`config.mk`:
```
export PLATFORM = sky130hd
export DESIGN_NAME = mod_counter_chain
export DESIGN_NICKNAME = d
export VERILOG_FILES = /design/src/rtl/mod_counter_chain_pkg.sv /design/src/rtl/mod_counter_chain_digit.sv /design/src/rtl/mod_counter_chain.sv
export SDC_FILE = /design/constraint.sdc
export NUM_CORES = 1
export LEC_CHECK = 0
export BUFFER_PORTS_ARGS = -buffer_cell sky130_fd_sc_hd__buf_2
export CELL_PAD_IN_SITES_DETAIL_PLACEMENT = 0
export CELL_PAD_IN_SITES_GLOBAL_PLACEMENT = 2
export CORE_ASPECT_RATIO = 0.8
export CORE_MARGIN = 1
export CORE_UTILIZATION = 31
export DETAILED_ROUTE_END_ITERATION = 16
export GPL_TIMING_DRIVEN = 1
export PLACE_DENSITY_LB_ADDON = 0.1
export SETUP_SLACK_MARGIN = 0.05
export SLEW_MARGIN = 20
export SYNTH_ARGS = -nofsm -noshare
export SYNTH_HDL_FRONTEND = slang
export SYNTH_SLANG_ARGS = --single-unit
```
`constraint.sdc`:
```
create_clock -name clk -period 5.1 [get_ports clk]
set_input_delay 1.53 -clock clk [delete_from_list [all_inputs] [get_ports clk]]
set_output_delay 1.53 -clock clk [all_outputs]
set_load 0.05 [all_outputs]
```
`src/rtl/mod_counter_chain_pkg.sv`:
```
// Shared constants and helpers for the cascaded modulo counter.
package counter_pkg;

  localparam logic DIR_UP = 1'b1;
  localparam logic DIR_DN = 1'b0;

  // Number of bits needed to hold the values 0..m-1.
  function automatic int clog2_mod(input int m);
    int r;
    r = 0;
    for (int v = m - 1; v > 0; v = v >> 1) r++;
    return r;
  endfunction

endpackage

```
`src/rtl/mod_counter_chain_digit.sv`:
```
// One modulo-MOD digit: clear, load with range check, and wrap-around step.
module mod_digit
  import counter_pkg::*;
#(
  parameter int MOD  = 10,
  parameter int BITS = 4
) (
  input  logic            clk,
  input  logic            rst,
  input  logic            step_in,
  input  logic            up,
  input  logic            clr,
  input  logic            load,
  input  logic [BITS-1:0] load_digit,
  output logic [BITS-1:0] digit,
  output logic            at_end
);

  localparam logic [BITS-1:0] TOP_D = BITS'(MOD - 1);
  localparam logic [BITS:0]   MOD_W = (BITS + 1)'(MOD);

  // at_end depends on direction: the digit that would wrap on this step
  assign at_end = (up == DIR_UP) ? (digit == TOP_D) : (digit == '0);

  always_ff @(posedge clk or negedge rst) begin
    if (!rst) begin
      digit <= '0;
    end else if (clr) begin
      digit <= '0;
    end else if (load) begin
      digit <= ({1'b0, load_digit} >= MOD_W) ? '0 : load_digit;
    end else if (step_in) begin
      if (up == DIR_UP) digit <= at_end ? '0 : digit + 1'b1;
      else              digit <= at_end ? TOP_D : digit - 1'b1;
    end
  end

endmodule

```
`src/rtl/mod_counter_chain.sv`:
```
// Multi-digit modulo counter: DIGITS cascaded mod_digit instances with
// optional saturation, registered wrap flags and a cascade terminal count.
module mod_counter_chain
  import counter_pkg::*;
#(
  parameter int MOD      = 10,
  parameter int BITS     = 4,
  parameter int DIGITS   = 2,
  parameter int SATURATE = 0
) (
  input  logic                   clk,
  input  logic                   rst,
  input  logic                   en,
  input  logic                   up,
  input  logic                   clr,
  input  logic                   load,
  input  logic [DIGITS*BITS-1:0] load_val,
  output logic [DIGITS*BITS-1:0] count_out,
  output logic                   carry_out,
  output logic                   borrow_out,
  output logic                   tc
);

  if (clog2_mod(MOD) > BITS || MOD < 2 || DIGITS < 1) begin : g_bad_params
    $error("mod_counter_chain: need 2 <= MOD <= 2**BITS and DIGITS >= 1");
  end

  localparam logic SAT = (SATURATE != 0);

  logic [DIGITS-1:0] at_end;
  logic [DIGITS-1:0] step;
  logic              full;
  logic              step_en;

  // every digit at its end value means MAX going up or ZERO going down
  assign full    = &at_end;
  assign tc      = en & full;
  assign step_en = en & ~(SAT & full);

  always_comb begin
    logic run;
    run  = step_en;
    step = '0;
    for (int i = 0; i < DIGITS; i++) begin
      step[i] = run;
      run     = run & at_end[i];
    end
  end

  for (genvar i = 0; i < DIGITS; i++) begin : g_digit
    mod_digit #(
      .MOD (MOD),
      .BITS(BITS)
    ) u_digit (
      .clk       (clk),
      .rst       (rst),
      .step_in   (step[i]),
      .up        (up),
      .clr       (clr),
      .load      (load),
      .load_digit(load_val[i*BITS +: BITS]),
      .digit     (count_out[i*BITS +: BITS]),
      .at_end    (at_end[i])
    );
  end

  always_ff @(posedge clk or negedge rst) begin
    if (!rst) begin
      carry_out  <= 1'b0;
      borrow_out <= 1'b0;
    end else begin
      carry_out  <= !clr && !load && en && (up == DIR_UP) && full;
      borrow_out <= !clr && !load && en && (up == DIR_DN) && full;
    end
  end

endmodule

```
==> After elaboration in Yosys (flattened, before gate mapping) <==
Cells that the tools add are included.
{ "totals": {"out_inout_bits": 11, "in_bits": 14, "regBits": 10} }
{ "op_classes": {"n_bitwise": 3, "magnitude_cmp": 2, "n_reduce_logical": 13, "n_mux": 16, "eq_ne": 2, "n_addsub": 4} }
{ "ops": {"columns": ["op", "n"], "rows": [
  ["4-bit two-way mux", 14],
  ["4-bit by 1-bit adder with 4-bit output (second input constant)", 2],
  ["4-bit == test (second input constant)", 2],
  ["4-bit greater-or-equal comparator (second input constant)", 2],
  ["4-bit zero test", 2],
  ["4-bit by 1-bit subtractor with 4-bit output (second input constant)", 2],
  ["1-bit logical AND", 6],
  ["3-bit nonzero test", 2],
  ["1-bit AND", 2],
  ["1-bit zero test", 2],
  ["1-bit two-way mux", 2],
  ["2-bit AND reduction", 1],
  ["1-bit NOT", 1]
]} }

==> Depth between registers and ports, before layout <==
{ "logic_depth": {"depth_word": 7, "depth_mapped": 7, "depth_no_buf": 7} }

==> Hierarchy <==
A second synthesis with hierarchy kept.
{ "unflattened": {"cells_unflattened": 119, "hier_area_um2": 985.9} }
{ "by_module_without_submodules": {"columns": ["mod", "instances", "area_per_inst_um2", "seq_area_each_um2", "cells_each"], "rows": [
  ["mod_digit", 2, 449.2, 100.1, 56],
  ["mod_counter_chain", 1, 87.6, 50.0, 7]
]} }

==> Worst setup path after synthesis <==
No wires, ideal clock.
{ "synth_timing": {"kind": "input to output", "from": "input up", "to": "output tc", "n_path_buf": 2, "arrival_ns": 3.133, "stages": 5, "path_slack_ns": 0.437, "path_cell_list": "buf_6 -> buf_2 -> nand3_1 -> o21a_1 -> nor3_1"} }
{ "synth_via": {"elab_chain_cells": 3} }
{ "synth_rtl": {"columns": ["item", "line_no", "text"], "rows": [
  ["start: declaration", "mod_counter_chain.sv:14", "input logic up,"],
  ["1-bit two-way mux", "mod_counter_chain_digit.sv:23", "assign at_end = (up == DIR_UP) ? (digit == TOP_D) : (digit == '0);"],
  ["2-bit AND reduction (*)", "mod_counter_chain.sv:36", "assign full = &at_end;"],
  ["1-bit AND (*)", "mod_counter_chain.sv:37", "assign tc = en & full;"],
  ["end: declaration", "mod_counter_chain.sv:21", "output logic tc"]
]} }
Mark *: on every way between the ends. The rest lies on a longest branch, timed or not.

==> Worst setup path in the final report <==
Ends and elaborated chain as after synthesis.

==> impl_metrics.toml <==
[detailed_routing]
wl_um = 2430
routedWlPerCell_um = 13.7
antenna_left = 0
vias_per_cell = 5.41
drtIter0Drc = 43
drc_errors = 0
vias = 958
drt_first_pass_iters = 5

[power_and_ir_drop]
cellLeakagePower_uw = 0.000519
p_per_area_nw_per_um2 = 240
power_uw = 266
intPower_uw = 177
comb_power_share_pct = 27.9
p_switching_uw = 89.3
seq_power_share_pct = 34.6
power.clock.fraction_pct = 37.5
swShare_pct = 33.5
ir_drop_mv = 0.186

[synth]
syn_area_um2 = 917
synth_top_area_share_pct = 27.3
synth_edf_count = 0
synthArstFlopShare_pct = 100
yosys_warnings = 0
synth_ff_type = "dfrtp_1"
synth_top_cell_by_area = "dfrtp_1"
syn_nets = 135
ys_seq_area_share_pct = 27.3
syn_avg_cell_area_um2 = 7.98
yosysUniqueCellTypes = 42
postSynthCellCount = 115
synth_seq_cells = 10
synth.area.top_cells = "dfrtp_1 27%, ha_1 8.2%, a21oi_1 6.5%"

[finish]
final_cell_area_um2 = 1110
final_common_cell = "buf_2"
fin_nets = 160
fin_util_pct = 39.8
drive_above_1_share_pct = 25.2
n_antenna_cell = 0
fin_cells = 177
synthToLayoutAreaGrowth_pct = 20.9
most-common-layout-cells = "24 x buf_2, 12 x a21oi_1, 10 x dfrtp_1, 9 x inv_1, 9 x nor2_1"

[hold_path]
min_to = "g_digit[1].u_digit.digit[1]$_DFFE_PN0P_"
hp-start = "g_digit[1].u_digit.digit[1]$_DFFE_PN0P_"
worstHoldPathType = "flop to flop"
whs_path_depth = 2

[sta]
maxSlewViolCount = 0
min_period_ps = 4160
finalHoldViolCount = 0
tightest_slew_ps = 458
relSlewSlack_pct = 69.4
finalSetupTns_ps = 0
fin_skew_ps = 5.70
max_freq_mhz = 241
period_share_pct = 81.5
rsz0062_at_grt = "false"
setup_viol = 0

[global_route]
grt_usage_pct = 16.6
grt_pass1_wl_um = 4090
antenna_found_initial = 0
grt_start_max_net_pins = 20
overflow = 0
grt_pass1_vias = 845

[placement]
port_buffers = 24
place_area_um2 = 1050
dpl.cell_count = 173
dp_hpwl_um = 1900
gp_congestion = 0.854

[floorplanning]
die_w_um = 62.8
dieArea_um2 = 3180
rows = 17
chipHeight_um = 50.7
initial_core_util_pct = 32.9
io_pins = 25
core_um2 = 2790

[cts]
clkLatencyLatePin_ps = 240
postCtsSetupBuffers = 0
cts_tree = "done"
cts_resized = 0
clockRootBuffer = "clkbuf_8"
ctsHoldBuffers = 0
clockBufferDepth = 2
htreeDepth = 1
clock-sinks = 10
clkTransAtPathRegs_ps = 50
cts_buffers = 3

[flow_run]
maxCapViolations = 0

[worst_setup_path]
cp_max_fo = 19
reg2reg_depth = 7
critical_path_class = "input port to output pin"
crit_required_ps = 3570
r2r_start = "g_digit[0].u_digit.digit[1]$_DFFE_PN0P_"
r2r_slack_ps = 3330
startpoint_type = "input port"
crit_arrival_ps = 2630
r2r-end = "g_digit[1].u_digit.digit[2]$_DFFE_PN0P_"
cp-end-kind = "output pin"

[status]
status = "completed"
==> per-stage QoR <==
| stage | worst slack, ps | hold slack, ps |
|---|---|---|
| detailed placement | 924 | 672 |
| finish | 944 | 693 |
| floorplan | 437 | 933 |
| CTS | 923 | 686 |
| global route | 862 | 749 |
| global placement | 941 | 688 |
==> how the worst max path moves through the flow <==
| stage | startpoint | endpoint | slack [ps] | depth (start not counted) |
|---|---|---|---|---|
| floorplan | up | tc | 440 | 5 |
| global placement | up | tc | 940 | 5 |
| detailed placement | up | tc | 920 | 5 |
| CTS | up | tc | 920 | 5 |
| global route | up | tc | 860 | 5 |
| finish | up | tc | 940 | 5 |
==> metal layers <==
layer | part of all wire, % | wire length, um | GRT usage [%]
met4 | 0 | 0 | 1.16
met3 | 7.2 | 176 | 5.45
met5 | 0 | 0 | 0
met1 | 54 | 1320 | 26.1
met2 | 39 | 940 | 21.9
==> logic make-up after synthesis <==
| kind of cell | count (synthesis) | share of synthesized area [%] |
|---|---|---|
| AO/OA/AOI/OAI | 44 | 32.5 |
| XOR/XNOR | 2 | 1.91 |
| adder cells (fa/ha/maj) | 6 | 8.19 |
| buffers and inverters | 14 | 7.50 |
| flip-flops | 10 | 27.3 |
| AND/OR/NAND/NOR | 39 | 22.6 |
==> sequential cells by signal, summed over array words and instances, names as in the netlist <==
signal and count:
g_digit.u_digit.digit 8, borrow_out 1, carry_out 1
==> cell usage after synthesis (all sizes together) (2+ instances only) <==
| cell type | instances |
|---|---|
| a211oi | 2 |
| a21oi | 12 |
| a22o | 2 |
| a31oi | 2 |
| a32oi | 2 |
| buf | 3 |
| dfrtp | 10 |
| ha | 6 |
| inv | 10 |
| nand2 | 8 |
| nand2b | 3 |
| nand3 | 4 |
| nor2 | 9 |
| nor2b | 3 |
| nor3 | 5 |
| nor3b | 2 |
| o21a | 2 |
| o21ai | 11 |
| o21bai | 2 |
| o31ai | 2 |
| xnor2 | 2 |
==> critical path: stages <==
cell and delay, ps:
buf_2 290, and3_2 270, o21ai_2 100, nor3_1 150, buf_2 290
==> cell type report <==
class,instances,area [um2]
inverter,10,37.5
tap,38,47.5
fill,317,1680
clock buffer,4,55.1
sequential,10,250
multi-input combinational,91,598
timing repair buffer,24,120
==> power by group through the flow <==
stage	Clock, uW	Sequential, uW	Combinational (uW)
finish	100	92.2	74.2
global route	112	93.5	81.9
CTS	103	92.2	74.4
detailed placement	0	93.6	73.9
global placement	0	93.6	74.5
floorplan	0	103	42.4
Power figures use the tool's default switching activity.
